### config.mk
export PLATFORM = sky130hd
export DESIGN_NAME = ps2_key_tracker
export DESIGN_NICKNAME = d
export VERILOG_FILES = /design/src/rtl/ps2_key_tracker.sv
export SDC_FILE = /design/constraint.sdc
export NUM_CORES = 1
export LEC_CHECK = 0
export CAP_MARGIN = 0
export CORE_MARGIN = 2
export CORE_UTILIZATION = 49
export CTS_BUF_LIST = sky130_fd_sc_hd__clkbuf_8 sky130_fd_sc_hd__clkbuf_16
export CTS_CLUSTER_SIZE = 8
export DETAILED_ROUTE_END_ITERATION = 6
export GPL_TIMING_DRIVEN = 0
export PLACE_DENSITY = 0.72
export SLEW_MARGIN = 30
export SYNTH_ARGS = -nofsm -noshare
export SYNTH_HDL_FRONTEND = slang
export SYNTH_SLANG_ARGS = --single-unit
### constraint.sdc
create_clock -name clk -period 1.7 [get_ports clk]
set_input_delay 0.34 -clock clk [delete_from_list [all_inputs] [get_ports clk]]
set_output_delay 0.34 -clock clk [all_outputs]
set_load 0.01 [all_outputs]
### src/rtl/ps2_key_tracker.sv
// Decodes PS/2 set-2 make/break sequences from ps2_keyboard into held arrow-key state,
// the last completed code, and single-cycle make/break/error pulses.
module ps2_key_tracker #(
    parameter int TIMEOUT_CYCLES = 2_500_000
) (
    input  logic       clk,
    input  logic       rst,
    input  logic [7:0] keycode,
    input  logic       key_valid,
    output logic [3:0] arrows,
    output logic [3:0] arrow_press,
    output logic [7:0] code,
    output logic       code_ext,
    output logic       make_pulse,
    output logic       break_pulse,
    output logic       err_pulse
);
    localparam int CW = $clog2(TIMEOUT_CYCLES + 1);
    localparam logic [CW-1:0] CNT_LAST = CW'(TIMEOUT_CYCLES - 1);

    typedef enum logic [1:0] {IDLE, EXT, BRK, EXT_BRK} state_t;

    state_t        state_q, state_d;
    logic [CW-1:0] cnt_q, cnt_d;
    logic          kv_q;
    logic [3:0]    arrows_q, arrows_d, press_q, press_d;
    logic [7:0]    code_q, code_d;
    logic          ext_q, ext_d, mk_q, mk_d, br_q, br_d, err_q, err_d;
    logic          accept, do_make, do_break, is_ext;
    logic [3:0]    mask;

    assign accept = key_valid & ~kv_q;

    always_comb begin
        unique case (keycode)
            8'h75:   mask = 4'b0001;
            8'h6B:   mask = 4'b0010;
            8'h74:   mask = 4'b0100;
            8'h72:   mask = 4'b1000;
            default: mask = 4'b0000;
        endcase
    end

    always_comb begin
        state_d  = state_q;
        cnt_d    = cnt_q;
        arrows_d = arrows_q;
        press_d  = 4'b0000;
        code_d   = code_q;
        ext_d    = ext_q;
        mk_d     = 1'b0;
        br_d     = 1'b0;
        err_d    = 1'b0;
        do_make  = 1'b0;
        do_break = 1'b0;
        is_ext   = 1'b0;

        if (accept) begin
            cnt_d = '0;
            unique case (state_q)
                IDLE: begin
                    unique case (keycode)
                        8'hE0: state_d = EXT;
                        8'hF0: state_d = BRK;
                        8'hE1, 8'hAA, 8'hFA, 8'hFE, 8'hEE: ;
                        8'h00, 8'hFF: begin
                            err_d    = 1'b1;
                            arrows_d = 4'b0000;
                        end
                        default: do_make = 1'b1;
                    endcase
                end
                EXT: begin
                    unique case (keycode)
                        8'hF0: state_d = EXT_BRK;
                        8'hE0: state_d = EXT;
                        // fake-shift bytes wrap extended keys in some modes; ignore them
                        8'h12, 8'h59: state_d = IDLE;
                        default: begin
                            do_make = 1'b1;
                            is_ext  = 1'b1;
                            state_d = IDLE;
                        end
                    endcase
                end
                BRK: begin
                    state_d = IDLE;
                    if (keycode == 8'hE0 || keycode == 8'hF0) err_d = 1'b1;
                    else do_break = 1'b1;
                end
                default: begin
                    state_d = IDLE;
                    unique case (keycode)
                        8'hE0, 8'hF0: err_d = 1'b1;
                        8'h12, 8'h59: ;
                        default: begin
                            do_break = 1'b1;
                            is_ext   = 1'b1;
                        end
                    endcase
                end
            endcase
        end else if (state_q != IDLE) begin
            if (cnt_q == CNT_LAST) begin
                state_d = IDLE;
                cnt_d   = '0;
                err_d   = 1'b1;
            end else begin
                cnt_d = cnt_q + 1'b1;
            end
        end else begin
            cnt_d = '0;
        end

        if (do_make || do_break) begin
            code_d = keycode;
            ext_d  = is_ext;
            mk_d   = do_make;
            br_d   = do_break;
            if (do_make) begin
                press_d  = mask & ~arrows_q;
                arrows_d = arrows_q | mask;
            end else begin
                arrows_d = arrows_q & ~mask;
            end
        end
    end

    // kv_q resets high so a level held through reset release is not taken as a new byte
    always_ff @(posedge clk or posedge rst) begin
        if (rst) begin
            state_q  <= IDLE;
            cnt_q    <= '0;
            kv_q     <= 1'b1;
            arrows_q <= 4'b0000;
            press_q  <= 4'b0000;
            code_q   <= 8'h00;
            ext_q    <= 1'b0;
            mk_q     <= 1'b0;
            br_q     <= 1'b0;
            err_q    <= 1'b0;
        end else begin
            state_q  <= state_d;
            cnt_q    <= cnt_d;
            kv_q     <= key_valid;
            arrows_q <= arrows_d;
            press_q  <= press_d;
            code_q   <= code_d;
            ext_q    <= ext_d;
            mk_q     <= mk_d;
            br_q     <= br_d;
            err_q    <= err_d;
        end
    end

    assign arrows      = arrows_q;
    assign arrow_press = press_q;
    assign code        = code_q;
    assign code_ext    = ext_q;
    assign make_pulse  = mk_q;
    assign break_pulse = br_q;
    assign err_pulse   = err_q;
endmodule

Word level (Yosys, flattened, before mapping)
Cells that the tools add are included.

storage, ports and cells
  flip-flop bits (word level) = 45
  input bits = 11
  output and inout bits = 20
  logic and storage cells = 89

cells by class
  $add $sub $neg = 1
  equality and inequality tests = 18
  mux-type cells = 35
  bitwise operators = 7
  reductions and logical operators = 18

operator list
  cell                                                  count
  two-way mux 22 bit                                    3
  equality test 8 bit (second input constant)           8
  equality test 8 x 7 -> 1 bit (second input constant)  5
  two-way mux 4 bit                                     7
  adder 22 x 1 -> 22 bit (second input constant)        1
  equality test 22 bit (second input constant)          1
  one-hot mux 4 bit (4 select lines)                    1
  two-way mux 1 bit                                     15
  one-hot mux 2 bit (2 select lines)                    3
  nonzero test 2 bit                                    6
  OR reduction 9 bit                                    1
  bitwise AND 4 bit                                     2
  equality test 8 x 5 -> 1 bit (second input constant)  1
  logical NOT 8 bit                                     1
  NOT 4 bit                                             2
  OR reduction 2 bit                                    4
  two-way mux 2 bit                                     3
  AND reduction 3 bit                                   2
  != test 4 bit (second input constant)                 1
  OR 4 bit                                              1
  one-hot mux 1 bit (2 select lines)                    2
  OR reduction 4 bit                                    1
  one-hot mux 1 bit (3 select lines)                    1
  equality test 2 x 1 -> 1 bit (second input constant)  1
  5 further kinds                                       6

Depth between registers and ports, before layout
  depth after elaboration = 8
  depth in mapped cells = 7
  depth with buffers taken out = 6

Least setup slack after synthesis
Ideal clock, no wire load.

  path kind = input port to flip-flop
  start = input port keycode[1]
  end = register code_q[0], in the netlist code[0]
  setup time = 0.125 ns
  arrival = 2.164 ns
  data required time = 1.575 ns
  setup slack = -0.589 ns
  stages on the path = 6
  path buffers = 1
  cells stage by stage = buf_6 -> or4_4 -> or2_4 -> and4b_4 -> a211oi_4 -> mux2_2

between the ends
  longest elaborated chain between the ends = 6
  elaborated cells between the ends (all ways) = 22
  classes of those cells = 10 x eq/ne; 7 x mux; 5 x reduce/logical

RTL lines
  what                                                  line  source
  from (decl)                                           8     input logic [7:0] keycode,
  equality test 8 bit (tied with other cells)           -
  OR reduction 9 bit (no line) (tied with other cells)  -
  two-way mux 1 bit (on tied branches)                  -
  one-hot mux 1 bit (2 select lines)                    60    unique case (state_q)
  two-way mux 1 bit                                     58    if (accept) begin
  logical OR 1 bit (*)                                  115   if (do_make || do_break) begin
  to (signal assigned)                                  148   code_q <= code_d;
  to (decl)                                             27    logic [7:0] code_q, code_d;

Every way passes the cells marked *; elsewhere a longest branch is shown, timed or not.
A chain may end at the register's enable or synchronous reset.

Worst setup path after layout
  start = input port keycode[0]
  end = register code_q[4], in the netlist code[4]

Same word-level chain as after synthesis.

==> results summary <==
The via count of the first global-routing pass is roughly 1800. The max capacitance violation total came out at 0. The die area is 5310 um2. The data required time of the worst path is 1.88 ns. TritonCTS built the clock tree. The post-synthesis simple-gate area fraction is approximately 27%. The clock transition at the registers of the reported paths came out at 0.08 ns. TritonCTS created 5 clock buffers.

Synthesis instantiated ~50 different standard cells from the library. The average cell area after synthesis came out at approximately 9.9 um2. The area taken by flip-flops and latches came out at 1130 um2. By count the netlist is led by sky130_fd_sc_hd__dfrtp_1 (44), sky130_fd_sc_hd__nor2_1 (36), sky130_fd_sc_hd__nand2_1 (16). The largest voltage drop on the vdd net is roughly 0.41 mV. The worst setup path is launched from an input pin.

The clock insertion delay at the later pin of the skew report came out at slightly below 0.3 ns. The wire length per cell after detailed routing is 15.2 um. The count of unresolved DRC violations after routing is 0. Based on the critical path, the design can be clocked at up to ~500 MHz.

The signed area change from the synthesized netlist to the final layout is 33.9%. The longest individual stage delay on the worst path is around 0.52 ns. 0 antenna diodes ended up in the layout.

Once placement completed, the tool counted placed cells totaling 317. The flow ran to the end, but the final reports show violations. The worst setup path is of the input pin to flop kind. Global routing used 19.8% of the available tracks across all layers. In this run the standard cell core region covers roughly 4700 um2. sky130_fd_sc_hd__dfrtp_1 is the most common cell in the netlist. The count of state elements after synthesis came out at 45.

The final worst slack came out at -0.303 ns. The top-area cell type share of the netlist area came out at 47.4%. The worst hold path belongs to the class input pin to flop.

The slowest stage of the critical path is the sky130_fd_sc_hd__or4b_4 cell. sky130_fd_sc_hd__dfrtp_1 takes more of the synthesized area than any other cell. The maximum fanout along the worst path is 8. The number of nets produced by synthesis is between 200 and 250. The main combinational cell family by area after synthesis is simple AND/OR/NAND/NOR gates. The I/O pin count is 31. The number of max-slew violations in the final report is 0. The share of the core filled with cells is between 60% and 70%.

In this run the tightest slew margin relative to its limit is between 60% and 70%. Counting the fill cells in the layout gives between 300 and 400. Across all layers, the routed design uses 1886 vias. The data arrival time of the critical path came out at 2.18 ns. The clock tree synthesis step divided the H-tree into 2 levels. The XOR/XNOR share of the synthesized area is under 10%. The number of antenna violations at the first check in global routing was 0.

Of the total synthesized cell area, the portion taken by full adders, half adders and majority gates is less than 1%. The count of placed standard cells in the final layout, fillers left out came out at about 340. The share of flip-flops with an asynchronous set or reset after synthesis came out at 100%. After detailed routing, the total wire length is slightly above 5000 um. Ranked by total cell area, the synthesized netlist is headed by sky130_fd_sc_hd__dfrtp_1 (47%), sky130_fd_sc_hd__nor2_1 (5.8%), sky130_fd_sc_hd__xor2_1 (4.1%), sky130_fd_sc_hd__mux2_2 (3.4%), sky130_fd_sc_hd__xnor2_1 (3.4%).

The cell area that synthesis handed to floorplanning was around 2300 um2. The number of buffers added to fix hold violations after cts is 0. Setup repair after global routing could not meet its margin everywhere. The synthesized netlist devotes 8.40% of its cell area to compound gates. The detailed router finished its first iteration with 86 violations. The static power due to leakage came out at 1.27 nW. The hold violation count in the final report is 0. Summing all placed instances gives a cell area of around 2700 um2. Of the post-synthesis cell area, the part taken by muxes is roughly 3.4%. The weighted congestion at the end of routability-driven global placement came out at roughly 0.85. The number of placement rows is 25. The post-route antenna net violation count is 0. Entering global routing, the biggest net connects 30 pins. STA classifies the critical path endpoint as a flop. After routing the design area is 3110 um2. Setup violations remaining at the end of the flow were counted as 19.

The multi-input combinational cells in the finished layout cover a total of 1250 um2. The chip width is between 70 and 80 um. On the final layout, the worst clock skew is approximately 0.0062 ns. The power density normalized to cell area is ~730 nW/um2. The half-perimeter wire length of the detailed placement result is roughly 3500 um. The count of TritonRoute iterations in the first routing pass came out at 4. The first global-routing pass estimated just over 8000 um of wire. Among all flip-flop cells after synthesis, the most frequent one is sky130_fd_sc_hd__dfrtp_1.

The clock drives 45 sinks. Port buffering added 28 buffers. The share of layout cells above drive strength 1 came out at 27.9%.

The sequential element share of the synthesized area is between 40% and 50%. In this run the vertical extent of the chip is around 73 um. In this run the clock root is driven by a sky130_fd_sc_hd__clkbuf_8. The number of buffers between clock root and the deepest sink is 2. The transition time of the tightest slew-check pin is 0.506 ns. The Yosys step of the flow raised 0 warnings.

In this design, the critical path's most frequently occurring cell is sky130_fd_sc_hd__buf_8. After layout, the worst path uses 118% of the clock period. The final reports fail on negative setup slack. The synthesized netlist cell count is 234.

The initial core utilization is about half. The minimum period implied by the final worst setup slack came out at approximately 2.0 ns. The count of nets after finishing is roughly 300. The synthesized design contains 0 enable-type register cells. The leftover overflow at the end of global routing came out at 0. The via-per-instance ratio came out at between 5 and 6. The critical path goes through buf_8, buf_8, or4b_4, a21oi_4, and4b_4, a211oi_4, buf_12, mux2_4.
==> cell usage in the layout (no fill, tap or decap), drive strengths merged, types with 2 or more instances in the layout <==
cell	n
or3	2
o31ai	2
and2	2
nand3	11
o21ai	5
mux2	7
clkbuf	10
xor2	11
nor4	6
nor3	11
xnor2	9
a21oi	3
nor2	36
o211ai	4
nand4b	2
and3	3
or2	2
or4	3
nand2	16
or4b	2
nand4	9
buf	27
a211oi	3
nor4b	2
clkdlybuf4s50	21
and4b	3
dfrtp	44
inv	8
o21bai	2
nand2b	3
==> worst paths after layout <==
check | slack [ns] | to | from | depth (start not counted)
max | -0.30 | code[4] | keycode[0] | 8
min | 0.21 | kv_q | key_valid | 1
max reg2reg | -0.20 | code[4] | kv_q | 7
min reg2reg | 0.49 | arrow_press[2] | arrows[2] | 1
max in group asynchronous | 0.81 | kv_q | rst | 3
min in group asynchronous | 0.33 | arrow_press[1] | rst | 2
==> state kept, by name, summed over array words and instances (netlist names) <==
name	cells
cnt_q	22
arrows	4
make_pulse	1
err_pulse	1
code_ext	1
code	8
state_q	2
kv_q	1
break_pulse	1
arrow_press	4
==> per-layer routing <==
| metal | global-route usage [%] | wire length (um) |
|---|---|---|
| met1 | 24.8 | 2280 |
| met2 | 34.1 | 2650 |
| met3 | 3.59 | 157 |
| met4 | 7.20 | 51 |
| met5 | 0 | 0 |
==> cells by family (layout without fill, tap and decap cells) <==
| family | count (synthesis) | in the layout |
|---|---|---|
| mux | 7 | 7 |
| xor+xnor | 20 | 20 |
| buf+inv | 19 | 68 |
| fa+ha+maj | 1 | 1 |
| simple gates | 116 | 116 |
| compound gates | 26 | 26 |
| flops | 45 | 45 |
==> worst max-delay path, delay by kind of cell <==
kind / cells / cell delay (ns)
and+or+nand+nor: 2 / 0.76
buffers and inverters: 3 / 0.37
muxes: 1 / 0.30
AOI/OAI and AO/OA: 2 / 0.41
==> report_power, final <==
| group | leakage (nW) | switching [W] | internal (W) |
|---|---|---|---|
| logic | 0.620 | 0.000134 | 0.000174 |
| registers | 0.590 | 0.0000220 | 0.00111 |
| clock network | 0.0626 | 0.000357 | 0.000474 |
==> repair_timing <==
action | in CTS | in global routing
gates cloned | 0 | 0
setup endpoints to repair | 43 | 40
endpoints found under the hold margin | 0 | 0
pin swaps | 9 | 10
resized for setup | 42 | 22
buffers inserted | 7 | 7
==> metrics by stage <==
stage | hold WS (ns) | setup TNS (ns) | total power (W) | setup slack [ns]
2_1_floorplan | 0.344 | -6.03 | 0.00130 | -0.563
4_1_cts | 0.340 | -6.73 | 0.00228 | -0.334
3_3_place_gp | 0.445 | -53.98 | 0.00142 | -1.31
6_report | 0.213 | -2.58 | 0.00227 | -0.303
5_1_grt | 0.196 | -5.00 | 0.00235 | -0.338
3_5_place_dp | 0.466 | -29.49 | 0.00142 | -1.32
==> area by class of cell <==
cell class	count	area share, %
clock inverters	2	1.09
multi-input cells	170	40.3
repair buffers	43	13.1
inverters	7	0.844
plain buffers	10	3.46
flip-flops and latches	45	36.4
well taps	54	2.17
clock buffers	6	2.65
Note: power is estimated with default switching activity, not from simulation.
